### src/rtl/clk_gen_ds_ctrl.sv
// Sequencer for the clock generator + downsampler pair: applies each accepted select
// through a reset/load/release sequence and confirms the downsampled clock is running.
module clk_gen_ds_ctrl #(
  parameter int sel_width_p     = 8,
  parameter int default_sel_p   = 0,
  parameter int cg_rst_cycles_p = 5,
  parameter int ds_delay_p      = 10,
  parameter int lock_edges_p    = 4,
  parameter int timeout_p       = 1024
) (
  input  logic                   clk_i,
  input  logic                   reset_n_i,
  input  logic                   cfg_v_i,
  input  logic [sel_width_p-1:0] cfg_i,
  output logic                   cfg_ready_o,
  input  logic                   ds_clk_i,
  output logic [sel_width_p-1:0] select_o,
  output logic                   clk_reset_o,
  output logic                   ds_reset_o,
  output logic                   locked_o,
  output logic                   err_o,
  output logic                   done_o
);

  localparam int PhaseMax = (cg_rst_cycles_p > ds_delay_p) ? cg_rst_cycles_p : ds_delay_p;
  localparam int CW = $clog2(PhaseMax + 1);
  localparam int EW = $clog2(lock_edges_p + 1);
  localparam int TW = $clog2(timeout_p + 1);

  localparam logic [CW-1:0]          HoldLast   = CW'(cg_rst_cycles_p - 1);
  localparam logic [CW-1:0]          DelayLast  = CW'(ds_delay_p - 1);
  localparam logic [EW-1:0]          LockEdges  = EW'(lock_edges_p);
  localparam logic [TW-1:0]          Timeout    = TW'(timeout_p);
  localparam logic [sel_width_p-1:0] DefaultSel = sel_width_p'(default_sel_p);

  typedef enum logic [2:0] {IDLE, HOLD, LOAD, REL_CG, REL_DS, CHECK} state_e;

  state_e                 state_q, state_d;
  logic [CW-1:0]          cnt_q, cnt_d;
  logic [EW-1:0]          edge_q, edge_d;
  logic [TW-1:0]          tmo_q, tmo_d;
  logic [sel_width_p-1:0] cfg_q, cfg_d;
  logic [sel_width_p-1:0] sel_q, sel_d;
  logic                   locked_q, locked_d;
  logic                   err_q, err_d;
  logic                   done_q, done_d;
  logic [2:0]             sync_q;
  logic                   ds_rise;

  // Bits 0..1 form the synchronizer; bit 2 holds the previous synced value for edge detection.
  always_ff @(posedge clk_i or negedge reset_n_i) begin
    if (!reset_n_i) sync_q <= '0;
    else            sync_q <= {sync_q[1:0], ds_clk_i};
  end

  assign ds_rise = sync_q[1] & ~sync_q[2];

  always_ff @(posedge clk_i or negedge reset_n_i) begin
    if (!reset_n_i) begin
      state_q  <= HOLD;
      cnt_q    <= '0;
      edge_q   <= '0;
      tmo_q    <= '0;
      cfg_q    <= DefaultSel;
      sel_q    <= DefaultSel;
      locked_q <= 1'b0;
      err_q    <= 1'b0;
      done_q   <= 1'b0;
    end else begin
      state_q  <= state_d;
      cnt_q    <= cnt_d;
      edge_q   <= edge_d;
      tmo_q    <= tmo_d;
      cfg_q    <= cfg_d;
      sel_q    <= sel_d;
      locked_q <= locked_d;
      err_q    <= err_d;
      done_q   <= done_d;
    end
  end

  always_comb begin
    state_d  = state_q;
    cnt_d    = cnt_q;
    edge_d   = edge_q;
    tmo_d    = tmo_q;
    cfg_d    = cfg_q;
    sel_d    = sel_q;
    locked_d = locked_q;
    err_d    = err_q;
    done_d   = 1'b0;
    unique case (state_q)
      IDLE: begin
        if (cfg_v_i) begin
          cfg_d    = cfg_i;
          locked_d = 1'b0;
          err_d    = 1'b0;
          cnt_d    = '0;
          state_d  = HOLD;
        end
      end
      HOLD: begin
        // Select is registered on the way into LOAD so it is stable for the whole LOAD cycle.
        if (cnt_q >= HoldLast) begin
          cnt_d   = '0;
          sel_d   = cfg_q;
          state_d = LOAD;
        end else begin
          cnt_d = cnt_q + 1'b1;
        end
      end
      LOAD: begin
        cnt_d   = '0;
        state_d = REL_CG;
      end
      REL_CG: begin
        if (cnt_q >= DelayLast) begin
          cnt_d   = '0;
          state_d = REL_DS;
        end else begin
          cnt_d = cnt_q + 1'b1;
        end
      end
      REL_DS: begin
        edge_d  = '0;
        tmo_d   = '0;
        state_d = CHECK;
      end
      CHECK: begin
        if (ds_rise && (edge_q != LockEdges)) edge_d = edge_q + 1'b1;
        if (tmo_q != Timeout)                 tmo_d  = tmo_q + 1'b1;
        // Lock is tested first so a same-cycle lock beats the timeout.
        if (edge_d == LockEdges) begin
          locked_d = 1'b1;
          done_d   = 1'b1;
          state_d  = IDLE;
        end else if (tmo_d == Timeout) begin
          err_d   = 1'b1;
          done_d  = 1'b1;
          state_d = IDLE;
        end
      end
      default: state_d = HOLD;
    endcase
  end

  assign cfg_ready_o = (state_q == IDLE);
  assign clk_reset_o = (state_q == HOLD) || (state_q == LOAD);
  assign ds_reset_o  = (state_q == HOLD) || (state_q == LOAD) || (state_q == REL_CG);
  assign select_o    = sel_q;
  assign locked_o    = locked_q;
  assign err_o       = err_q;
  assign done_o      = done_q;

endmodule

### config.mk
export PLATFORM = sky130hd
export DESIGN_NAME = clk_gen_ds_ctrl
export DESIGN_NICKNAME = d
export VERILOG_FILES = /design/src/rtl/clk_gen_ds_ctrl.sv
export SDC_FILE = /design/constraint.sdc
export NUM_CORES = 1
export LEC_CHECK = 0
export ABC_AREA = 1
export CAP_MARGIN = 20
export CORE_ASPECT_RATIO = 0.8
export CORE_UTILIZATION = 55
export CTS_CLUSTER_SIZE = 30
export DETAILED_ROUTE_END_ITERATION = 10
export PLACE_DENSITY = 0.84
export SLEW_MARGIN = 20
export SYNTH_ARGS = -nofsm -noshare
export SYNTH_HDL_FRONTEND = slang
export SYNTH_SLANG_ARGS = --single-unit
### constraint.sdc
create_clock -name clk_i -period 1.9 [get_ports clk_i]
set_clock_uncertainty 0.1 [all_clocks]
set_input_delay 0.285 -clock clk_i [delete_from_list [all_inputs] [get_ports clk_i]]
set_output_delay 0.285 -clock clk_i [all_outputs]
set_load 0.05 [all_outputs]
==> run summary <==
DIE
---------------------------------------------------------------------------------------
Die H ....................................................................      58.5 um
Chip width ...............................................................      72.6 um
Placeable core area ......................................................     3800 um2
Die area .................................................................     4240 um2
I/O pin count ............................................................           26
Initial standard-cell utilization of the core ............................        57.6%
Row count ................................................................           20

MIN PATH
---------------------------------------------------------------------------------------
Classification of the worst-slack hold path ..............................   reg -> reg

CLOCKING
---------------------------------------------------------------------------------------
CTS tree .................................................................        built
CTS Buf Count ............................................................            5
Total clock sinks ........................................................           43
Clock transition at the registers of the reported paths ..................      0.08 ns
Root Buffer Master ....................................................... sky130_fd_sc_hd__clkbuf_8
Level count of the clock H-tree ..........................................            2
CTS Buffer Depth .........................................................            2
Clock Latency Late Sink ..................................................      0.30 ns

SYNTHESIS
---------------------------------------------------------------------------------------
Post-Syn Nets ............................................................          290
Area of the mapped netlist ...............................................     2190 um2
Portion of the post-synthesis area used by sequential elements ...........        49.2%
Post-synthesis instance total ............................................          271
Average cell area after synthesis ........................................     8.08 um2
Leading post-synthesis cells by cell area ................................ sky130_fd_sc_hd__dfrtp_1 48%, sky130_fd_sc_hd__nand2_1 11%, sky130_fd_sc_hd__inv_1 6.0%
Count of distinct cell types in the synthesized netlist ..................           26
Yosys warnings ...........................................................            0
Share of the synthesized area in the top cell type .......................        48.0%
Cell accounting for the most synthesized area ............................ sky130_fd_sc_hd__dfrtp_1
Seq cells post-synth .....................................................           43

STA
---------------------------------------------------------------------------------------
Endpoints failing hold ...................................................            0
Max-slew violations ......................................................            0
Fmax .....................................................................      525 MHz
Total of endpoints with negative setup slack in the final report .........            1
Slew at the pin closest to its max-slew limit ............................     0.954 ns
Period utilisation layout ................................................         100%
Worst path setup slack after routing .....................................  -0.00622 ns
Min Clock Period, post-route .............................................      1.91 ns
Worst hold slack across all endpoints ....................................     0.259 ns
Remaining max-slew budget at the tightest pin ............................        36.0%
RSZ-0062 raised after global routing .....................................         true

DRT
---------------------------------------------------------------------------------------
Number of DRC violations after detailed routing ..........................            0
Number of violations reported at the end of detailed-routing iteration 0 .          142
Number of vias in the routed layout ......................................         1928
Detailed-router iteration count before antenna repair ....................            4
Final wirelength .........................................................      5060 um
Number of vias per cell ..................................................         5.22
Routed wire length per instance ..........................................      13.7 um
Post-route ant nets ......................................................            0

CRITICAL PATH
---------------------------------------------------------------------------------------
Buffering stage count on the worst path with inverters included ..........            2
Required time reported for the critical path endpoint ....................      2.00 ns
Kind of critical path ....................................................   reg -> reg
Peak fanout along the critical path ......................................            5
Series of cell instances along the critical path ......................... inv_2, ha_4, nand2_2, nand3b_1, nor2_2, xor2_1, nor2_2, inv_2, nand3_4, nand3_2, nand2_1
Type of element launching the critical path ..............................    flip-flop
Data arrival time of the critical path ...................................      2.00 ns
Slowest cell on the critical path ........................................ sky130_fd_sc_hd__dfrtp_2
Longest individual stage delay on the worst path .........................      0.41 ns
Top delay family on crit path ............................................ simple AND/OR/NAND/NOR gates
Critical path capture point type .........................................    flip-flop

GRT
---------------------------------------------------------------------------------------
Number of global-route vias before repair ................................         1782
Overall track demand over capacity in global routing .....................        26.1%
Wire length of the first global-routing pass .............................      8170 um
Maximum number of pins on one net before global-route repair .............           20
Number of antenna violations at the first check in global routing ........            0
GRT Residual Overflow ....................................................            0

FINISH
---------------------------------------------------------------------------------------
Post-synthesis to final-layout area growth ...............................        27.5%
Post-route core utilization ..............................................        73.4%
Number of nets at the end of the flow ....................................          332
Number of antenna cells inserted .........................................            0
Final cell count without fillers .........................................          369
Share of layout cells above drive strength 1 .............................        20.4%
Layout filler cell count .................................................          272

JOB
---------------------------------------------------------------------------------------
Total of max-cap violations ..............................................            0

POWER AND IR DROP
---------------------------------------------------------------------------------------
VDD IR max ...............................................................    0.00107 V
Pwr Density ..............................................................  1480 nW/um2
LEAKAGE ..................................................................      1.31 nW
Final Power ..............................................................      4.14 mW

PLACE
---------------------------------------------------------------------------------------
Placed Instances .........................................................          354
Post-placement worst setup slack .........................................    0.0552 ns
Final HPWL DP ............................................................      3300 um
Final Wtd Congestion .....................................................        0.891
Number of input and output port buffers inserted .........................           25

STATUS
---------------------------------------------------------------------------------------
Status ................................................................... finished with violations
Violations in the final reports .......................................... setup timing

where the power goes:
group	switching [mW]	internal, mW
clock network	0.320	0.257
logic	1.34	0.812
registers	0.207	1.21
worst register-to-register path: cells and delay by family (launching register included):
kind                     cells  cell delay [ns]
flip-flops                   1             0.41
XOR/XNOR                     1             0.23
AND/OR/NAND/NOR              7             0.77
adder cells (fa/ha/maj)      1             0.15
buffers and inverters        2             0.15
per-stage QoR:
stage	setup TNS (ns)	area, um2
2_1_floorplan	0	2190
3_3_place_gp	0	2570
3_5_place_dp	0	2570
4_1_cts	0	2670
5_1_grt	-0.719	2790
6_report	-0.00622	2790
flip-flops by register name (all words and copies together) (netlist names):
signal / count
err_o: 1
cfg_q: 8
edge_q: 3
tmo_q: 11
done_o: 1
sync_q: 3
locked_o: 1
cnt_q: 4
select_o: 8
state_q: 3
layout by cell type, fill, tap and decap left out, types with 2 or more instances in the layout:
master / count
sky130_fd_sc_hd__a21oi_1: 5
sky130_fd_sc_hd__a21oi_2: 2
sky130_fd_sc_hd__buf_12: 3
sky130_fd_sc_hd__buf_4: 16
sky130_fd_sc_hd__clkbuf_8: 5
sky130_fd_sc_hd__clkdlybuf4s50_1: 19
sky130_fd_sc_hd__dfrtp_1: 41
sky130_fd_sc_hd__ha_1: 5
sky130_fd_sc_hd__inv_1: 32
sky130_fd_sc_hd__inv_2: 6
sky130_fd_sc_hd__nand2_1: 63
sky130_fd_sc_hd__nand2_2: 4
sky130_fd_sc_hd__nand3_1: 15
sky130_fd_sc_hd__nand3_2: 3
sky130_fd_sc_hd__nand4_1: 5
sky130_fd_sc_hd__nor2_1: 21
sky130_fd_sc_hd__nor2_2: 11
sky130_fd_sc_hd__o21ai_0: 25
sky130_fd_sc_hd__o21ai_1: 2
sky130_fd_sc_hd__o22ai_1: 8
sky130_fd_sc_hd__xor2_1: 3
sky130_fd_sc_hd__xor2_2: 2
logic make-up after synthesis:
| logic type | after synthesis | share of synthesized area (%) |
|---|---|---|
| AND/OR/NAND/NOR | 126 | 25.0 |
| AO/OA/AOI/OAI | 47 | 12.2 |
| buffers and inverters | 43 | 7.65 |
| flip-flops | 43 | 49.2 |
| adder cells (fa/ha/maj) | 7 | 4.00 |
| XOR/XNOR | 5 | 2.00 |
per-layer routing:
metal  vias up  global-route usage (%)  wire length [um]  share of wire [%]
met5         -                       0                 0                  0
met4         0                    11.5               178                3.5
met3        19                    6.16               284                5.6
met2        63                    42.7              2380                 47
met1       899                    33.6              2220                 44
li1        947                       -                 -                  -
cell usage after synthesis:
cell / n
sky130_fd_sc_hd__dfstp_2: 1
sky130_fd_sc_hd__nand2_2: 1
sky130_fd_sc_hd__nand3_2: 2
sky130_fd_sc_hd__nand2_1: 66
sky130_fd_sc_hd__o21bai_1: 1
sky130_fd_sc_hd__inv_1: 35
sky130_fd_sc_hd__o21ai_0: 26
sky130_fd_sc_hd__o21ai_1: 1
sky130_fd_sc_hd__nand2b_4: 1
sky130_fd_sc_hd__clkbuf_1: 2
sky130_fd_sc_hd__nand3b_1: 1
sky130_fd_sc_hd__a21oi_4: 1
sky130_fd_sc_hd__ha_1: 7
sky130_fd_sc_hd__a21oi_1: 7
sky130_fd_sc_hd__nor2_2: 5
sky130_fd_sc_hd__inv_2: 3
sky130_fd_sc_hd__nand3_1: 17
sky130_fd_sc_hd__a22oi_1: 1
sky130_fd_sc_hd__buf_4: 1
sky130_fd_sc_hd__xor2_1: 5
sky130_fd_sc_hd__dfrtp_1: 42
sky130_fd_sc_hd__nor2_1: 28
sky130_fd_sc_hd__buf_2: 2
sky130_fd_sc_hd__nand4_1: 5
sky130_fd_sc_hd__o22ai_1: 8
sky130_fd_sc_hd__o21a_1: 2
cell type report:
type / count / area [um2] / area share (%)
tap: 55 / 68.8 / 2.46
clock buffer: 6 / 72.6 / 2.60
clock inverter: 2 / 12.5 / 0.448
multi-input combinational: 185 / 1030 / 37.0
timing repair buffer: 40 / 385 / 13.8
inverter: 38 / 143 / 5.11
sequential: 43 / 1080 / 38.6
what timing repair did:
action	in CTS	in global routing
setup buffers	0	6
hold buffers	1	0
pin swaps	0	13
gates resized for setup	1	24
endpoints found under the hold margin	17	0
setup endpoints to repair	3	8
path summary, 6_finish.rpt:
path / slack, ns / startpoint / endpoint / cells past startpoint
max: -0.006 / edge_q[0] / state_q[2] / 11
min: 0.26 / sync_q[0] / sync_q[1] / 0
max in group asynchronous: 0.75 / reset_n_i / state_q[0] / 3
min reg2reg: 0.26 / sync_q[0] / sync_q[1] / 0
max reg2reg: -0.006 / edge_q[0] / state_q[2] / 11
min in group asynchronous: 0.35 / reset_n_i / tmo_q[5] / 2
No activity file was read; power rests on OpenSTA's default activity.
